`src/rtl/shift_add_multiplier.sv`:
```
// Multi-cycle 16x16 shift-add multiplier for MULT/MULTU. It issues one 16-bit
// add with carry-out per cycle and produces a 32-bit product for HI/LO.
//
// state | meaning
// IDLE  | waiting for start
// RUN   | 16 add/shift iterations
// FIN   | apply sign, write product
// DONE  | one-cycle done pulse; start may chain straight into RUN
module shift_add_multiplier (
  input  logic        clk,
  input  logic        rst,
  input  logic        start,
  input  logic        signed_op,
  input  logic [15:0] a,
  input  logic [15:0] b,
  output logic        busy,
  output logic        done,
  output logic [31:0] product
);

  typedef enum logic [1:0] {
    IDLE = 2'd0,
    RUN  = 2'd1,
    FIN  = 2'd2,
    DONE = 2'd3
  } state_t;

  state_t      state, state_nxt;
  logic [4:0]  count;
  logic [16:0] hi;
  logic [15:0] lo;
  logic [15:0] mcand;
  logic        neg;

  logic [16:0] sum;
  logic [16:0] acc;
  logic [31:0] mag_prod;
  logic [15:0] a_mag;
  logic [15:0] b_mag;
  logic        capture;

  // Magnitude of 0x8000 wraps back to 0x8000, which is the correct unsigned value.
  assign a_mag    = (signed_op && a[15]) ? (~a + 16'd1) : a;
  assign b_mag    = (signed_op && b[15]) ? (~b + 16'd1) : b;
  assign sum      = {1'b0, hi[15:0]} + {1'b0, mcand};
  assign acc      = lo[0] ? sum : hi;
  assign mag_prod = {hi[15:0], lo};
  assign capture  = start && ((state == IDLE) || (state == DONE));

  assign busy = (state == RUN) || (state == FIN);
  assign done = (state == DONE);

  always_ff @(posedge clk or posedge rst) begin
    if (rst) begin
      state <= IDLE;
    end else begin
      state <= state_nxt;
    end
  end

  always_comb begin
    state_nxt = state;
    case (state)
      IDLE:    if (start) state_nxt = RUN;
      RUN:     if (count == 5'd15) state_nxt = FIN;
      FIN:     state_nxt = DONE;
      DONE:    state_nxt = start ? RUN : IDLE;
      default: state_nxt = IDLE;
    endcase
  end

  always_ff @(posedge clk or posedge rst) begin
    if (rst) begin
      count   <= 5'd0;
      hi      <= 17'd0;
      lo      <= 16'd0;
      mcand   <= 16'd0;
      neg     <= 1'b0;
      product <= 32'd0;
    end else begin
      if (capture) begin
        mcand <= a_mag;
        lo    <= b_mag;
        hi    <= 17'd0;
        neg   <= signed_op && (a[15] ^ b[15]);
        count <= 5'd0;
      end else if (state == RUN) begin
        // Shift {acc, lo} right by one; the carry lands in hi[15] after the shift.
        hi    <= {1'b0, acc[16:1]};
        lo    <= {acc[0], lo[15:1]};
        count <= (count == 5'd15) ? 5'd0 : count + 5'd1;
      end else if (state == FIN) begin
        product <= neg ? (~mag_prod + 32'd1) : mag_prod;
      end
    end
  end

endmodule

```
`config.mk`:
```
export PLATFORM = sky130hd
export DESIGN_NAME = shift_add_multiplier
export DESIGN_NICKNAME = d
export VERILOG_FILES = /design/src/rtl/shift_add_multiplier.sv
export SDC_FILE = /design/constraint.sdc
export NUM_CORES = 1
export LEC_CHECK = 0
export ABC_AREA = 0
export BUFFER_PORTS_ARGS = -buffer_cell sky130_fd_sc_hd__buf_2
export CAP_MARGIN = 10
export CORE_ASPECT_RATIO = 2
export CORE_UTILIZATION = 45
export CTS_CLUSTER_SIZE = 14
export DETAILED_ROUTE_END_ITERATION = 16
export GPL_TIMING_DRIVEN = 1
export MAX_ROUTING_LAYER = met4
export PLACE_DENSITY = 0.65
export SYNTH_ARGS = -nofsm -noshare
export SYNTH_HDL_FRONTEND = slang
export SYNTH_SLANG_ARGS = --single-unit
```
`constraint.sdc`:
```
create_clock -name clk -period 3.3 [get_ports clk]
set_input_delay 0.825 -clock clk [delete_from_list [all_inputs] [get_ports clk]]
set_output_delay 0.825 -clock clk [all_outputs]
set_load 0.01 [all_outputs]
```
# Word-level counts from Yosys, hierarchy flattened
# Cells that the tools add are included.
[totals]
regBits = 89
inputBits = 36
out_inout_bits = 34
wordCells = 49
[classes]
addsub = 5
n_eq_ne = 6
mux = 15
bitwise_logic = 6
n_reduce_logical = 10
[ops]
columns = ["op", "n"]
rows = [
  ["two-way mux 16 bit", 4],
  ["two-way mux 17 bit", 3],
  ["adder 16 x 1 -> 16 bit (second input constant)", 2],
  ["adder 32 x 1 -> 32 bit (second input constant)", 1],
  ["two-way mux 32 bit", 1],
  ["inverter 16 bit", 2],
  ["inverter 32 bit", 1],
  ["adder 16 x 16 -> 17 bit", 1],
  ["two-way mux 5 bit", 3],
  ["case mux 2 bit (4 select lines)", 1],
  ["adder 5 x 1 -> 5 bit (second input constant)", 1],
  ["equality test 5 x 4 -> 1 bit (second input constant)", 1],
  ["equality test 2 bit (second input constant)", 2],
  ["logical AND 1 bit", 4],
  ["two-way mux 2 bit", 2],
  ["AND reduction 3 bit", 1],
  ["equality test 2 x 1 -> 1 bit (second input constant)", 1],
  ["zero test 2 bit", 1],
  ["logical OR 1 bit", 2],
  ["!= test 2 x 1 -> 1 bit (second input constant)", 1],
  ["!= test 2 bit (second input constant)", 1],
  ["inverter 1 bit", 2],
  ["AND reduction 2 bit", 1],
  ["nonzero test 2 bit", 1],
  ["2 further kinds", 2],
]

# Longest topological paths before layout
[depth]
ltp_word = 5
ltp_mapped = 11
ltp_nobuf = 8

# Least setup slack after synthesis
# Ideal clock, no wire load.
[synth_path]
path_type = "input-to-reg"
from = "input a[0]"
to = "register mcand[12]"
setup_time_ns = 0.129
arrival_time_ns = 2.349
required_time_ns = 3.171
setup_slack_ns = 0.822
stages = 8
n_path_buf = 0
path_cell_list = "inv_1 > ha_1 > or3b_2 > nor4_1 > nand2_1 > o21ai_1 > xor2_1 > o21ai_1"
[synth_via]
elab_chain_cells = 3
[synth_rtl]
columns = ["element", "line", "text"]
rows = [
  ["start, declared", "14", "input logic [15:0] a,"],
  ["inverter 16 bit", "43", "assign a_mag = (signed_op && a[15]) ? (~a + 16'd1) : a;"],
  ["adder 16 x 1 -> 16 bit", "43", ""],
  ["two-way mux 16 bit", "43", ""],
  ["end signal, assigned", "82", "mcand <= a_mag;"],
  ["end, declared", "32", "logic [15:0] mcand;"],
]
# No other way between the ends.
# A chain may end at the register's enable or synchronous reset.

# Worst setup path in the final report
[layout_path]
from = "register hi[0]"
to = "register hi[11]"
[layout_via]
elab_chain_cells = 4
[layout_rtl]
columns = ["element", "line", "text"]
rows = [
  ["start, declared", "30", "logic [16:0] hi;"],
  ["start signal, assigned", "89", "hi <= {1'b0, acc[16:1]};"],
  ["adder 16 x 16 -> 17 bit", "45", "assign sum = {1'b0, hi[15:0]} + {1'b0, mcand};"],
  ["two-way mux 17 bit", "46", "assign acc = lo[0] ? sum : hi;"],
  ["two-way mux 17 bit", "87", "end else if (state == RUN) begin"],
  ["two-way mux 17 bit", "81", "if (capture) begin"],
]
# No other way between the ends. The select of a mux whose other input is x is not followed.

==> reports/metrics.yaml <==
run_status:
  status: "completed"
sta:
  final.min_clock_period_ns: 2.64
  fin_crit_sh: 0.800
  final_hold_viol_count: 0
  fmax_mhz: 379
  rsz0062_at_grt: "false"
  setup_viol: 0
  finalClockSkew_ns: 0.00656
  relSlewSlack: 0.254
  worst_pin_slew_ns: 1.12
  slew_violations: 0
  setup_tns_ns: 0
setup_path:
  crit_slowest_cell: "a221oi_1"
  crit_type: "reg -> reg"
  crit_chain: "ha_1 > fa_1 > a21o_1 > a221oi_1 > o31a_1 > o21ai_0 > xnor2_1 > o22ai_1"
  rr_startpoint: "hi[0]$_DFFE_PP0P_"
  cp-startpoint: "hi[0]$_DFFE_PP0P_"
  cp.arrival_ns: 2.85
  cp-start-kind: "flip-flop"
  cp_slowest_stage_delay_ns: 0.46
  critPathCaptureType: "flip-flop"
  crit_fanout: 4
  rrSetupSlack_ns: 0.66
  cp.required_ns: 3.51
drt:
  drtIter0Drc: 163
  vias_per_cell: 5.55
  dr.pass1.iters: 4
  num_vias: 4695
  finalWirelength_um: 13300
  drc_errors: 0
  ant_nets: 0
  routedWlPerCell_um: 15.7
yosys:
  synthAdderAreaFrac: 0.0585
  postSynth.asyncResetShare: 1.00
  synth_cell_types: 57
  synthMuxAreaShare: 0.0369
  yosysSeqAreaShare: 0.387
  synth_top_family_by_area: "compound AO/OA/AOI/OAI gates"
  synth_xor_area_frac: 0.108
  synth_compound_area_frac: 0.207
  yosysWarnings: 0
  synth.avg_cell_area_sq_um: 8.93
  syn_nets: 699
  synth_edf_count: 0
  syn_inst: 637
  synthSimpleGateAreaFrac: 0.169
  ys.flop_type: "dfrtp_1"
  syn_area_sq_um: 5690
  yosys_register_bits: 88
cts:
  cts_made_buffers: 9
  post_cts_resized: 0
  clock_latency_ns: 0.34
  cts_num_sinks: 88
  clockBufferDepth: 2
  cts_tree: "built"
  cts_hold_buf: 0
  clk_pin_slew_ns: 0.06
  post-cts-setup-buffers: 0
  htreeDepth: 3
  clockRootBuffer: "clkbuf_16"
finish:
  final_common_cell: "nand2_1"
  mostFrequentLayoutCells: "nand2_1, dfrtp_1, buf_2, o21ai_0, xor2_1"
  drive_above_1_share: 0.177
  final_area_sq_um: 6470
  nNetsFinal: 757
  fin_cells: 846
  area_delta_synth_final_pct: 13.7
  antenna_cells: 0
power_and_ir_drop:
  swShare: 0.448
  powerDensity_nw_per_um2: 952
  p_comb_frac: 0.514
  seq_power_share: 0.334
  internal-power_uw: 3400
  p_sw_uw: 2760
  pwr-share-clk: 0.153
  vdd_ir_drop_max_mv: 0.411
  p_leak_uw: 0.00295
global_route:
  grt_max_degree: 89
  grt_usage: 0.228
  gr-total-overflow: 0
  antenna_found_initial: 0
  grt_pass1_vias: 4735
  grt_pass1_wl_um: 22400
floorplanning:
  rows: 57
  dieArea_sq_um: 13100
  die_y_um: 161
  io_pins: 70
  start_util: 0.464
  die_w_um: 81.5
  core_sq_um: 12300
placement:
  dp_hpwl_um: 10200
  gp_congestion: 0.899
  port_buffers: 69
  postPlaceCellArea_sq_um: 6180
  dp_cells: 830
hold_path:
  hold_class: "reg -> reg"
  hold_start: "product[21]$_DFFE_PP0P_"
job:
  max_cap_violations: 0
state kept, by name (all words and copies together), names as in the netlist:
register  flops
count         5
hi           16
lo           16
mcand        16
neg           1
product      32
state         2
power groups by stage:
stage / clock network (uW) / registers [uW] / logic [uW]
5_1_grt: 1020 / 2130 / 3600
2_1_floorplan: 0 / 2000 / 2380
4_1_cts: 968 / 2060 / 3180
3_5_place_dp: 0 / 2080 / 3170
3_3_place_gp: 0 / 2050 / 3080
6_report: 940 / 2060 / 3160
stage by stage:
step | total power, uW | worst slack [ns] | utilization | hold WS [ns]
after detailed placement | 5250 | 0.365 | 0.504 | 0.465
final | 6160 | 0.660 | 0.528 | 0.471
after global routing | 6750 | 0.473 | 0.528 | 0.495
after floorplan | 4380 | 0.196 | - | 0.450
after CTS | 6200 | 0.626 | 0.526 | 0.480
after global placement | 5130 | 0.505 | 0.504 | 0.458
worst paths after layout:
path                            cells past startpoint                       to
worst max register to register                      8       hi[11]$_DFFE_PP0P_
worst min-delay path                                2  product[21]$_DFFE_PP0P_
max in group asynchronous                           3     mcand[9]$_DFFE_PP0P_
worst min register to register                      2  product[21]$_DFFE_PP0P_
worst max-delay path                                8       hi[11]$_DFFE_PP0P_
min in group asynchronous                           3  product[31]$_DFFE_PP0P_
Yosys cell counts (4+ instances only):
cell,count,area (sq um)
a211oi_1,4,30.0
nand3_1,10,50.1
a31oi_1,15,93.8
nor2_1,35,131
o21ai_1,25,125
o41ai_1,4,35.0
o22ai_1,5,31.3
nor3_1,7,35.0
ha_1,25,313
inv_1,16,60.1
xnor2_1,28,245
dfrtp_1,88,2200
a21o_1,6,45.0
o31ai_2,5,62.6
nand2b_1,5,31.3
nor4_1,4,25.0
o31ai_1,12,90.1
o41ai_2,5,81.3
buf_1,5,18.8
clkbuf_1,24,90.1
nor2b_1,10,62.6
a21oi_1,24,120
nand2_1,101,379
xor2_1,42,368
o21ai_0,65,325
mux2i_1,21,210
logic make-up after synthesis:
logic type | after synthesis
compound gates | 186
xor+xnor | 70
fa+ha+maj | 26
buf+inv | 48
flops | 88
mux | 21
simple gates | 198
worst max-delay path: cells and delay by family, from the launching register on:
family	cells	cell delay, ns
DFF	1	0.38
xor gates and xnor gates	1	0.18
AOI/OAI and AO/OA	5	1.31
adders and majority gates	2	0.64
per-layer routing:
| metal | track usage | part of all wire |
|---|---|---|
| met3 | 0.0305 | 0.024 |
| met1 | 0.241 | 0.39 |
| met5 | - | 0 |
| met4 | 0.105 | 0.034 |
| met2 | 0.403 | 0.55 |
layout make-up:
| class | instances | area [sq um] |
|---|---|---|
| repair buffers | 79 | 445 |
| fillers | 1192 | 5800 |
| flip-flops and latches | 88 | 2200 |
| inverters | 16 | 61.3 |
| well taps | 147 | 184 |
| multi-input cells | 501 | 3310 |
| clock inverters | 6 | 46.3 |
| clock buffers | 9 | 225 |
No activity file was read; power rests on OpenSTA's default activity.
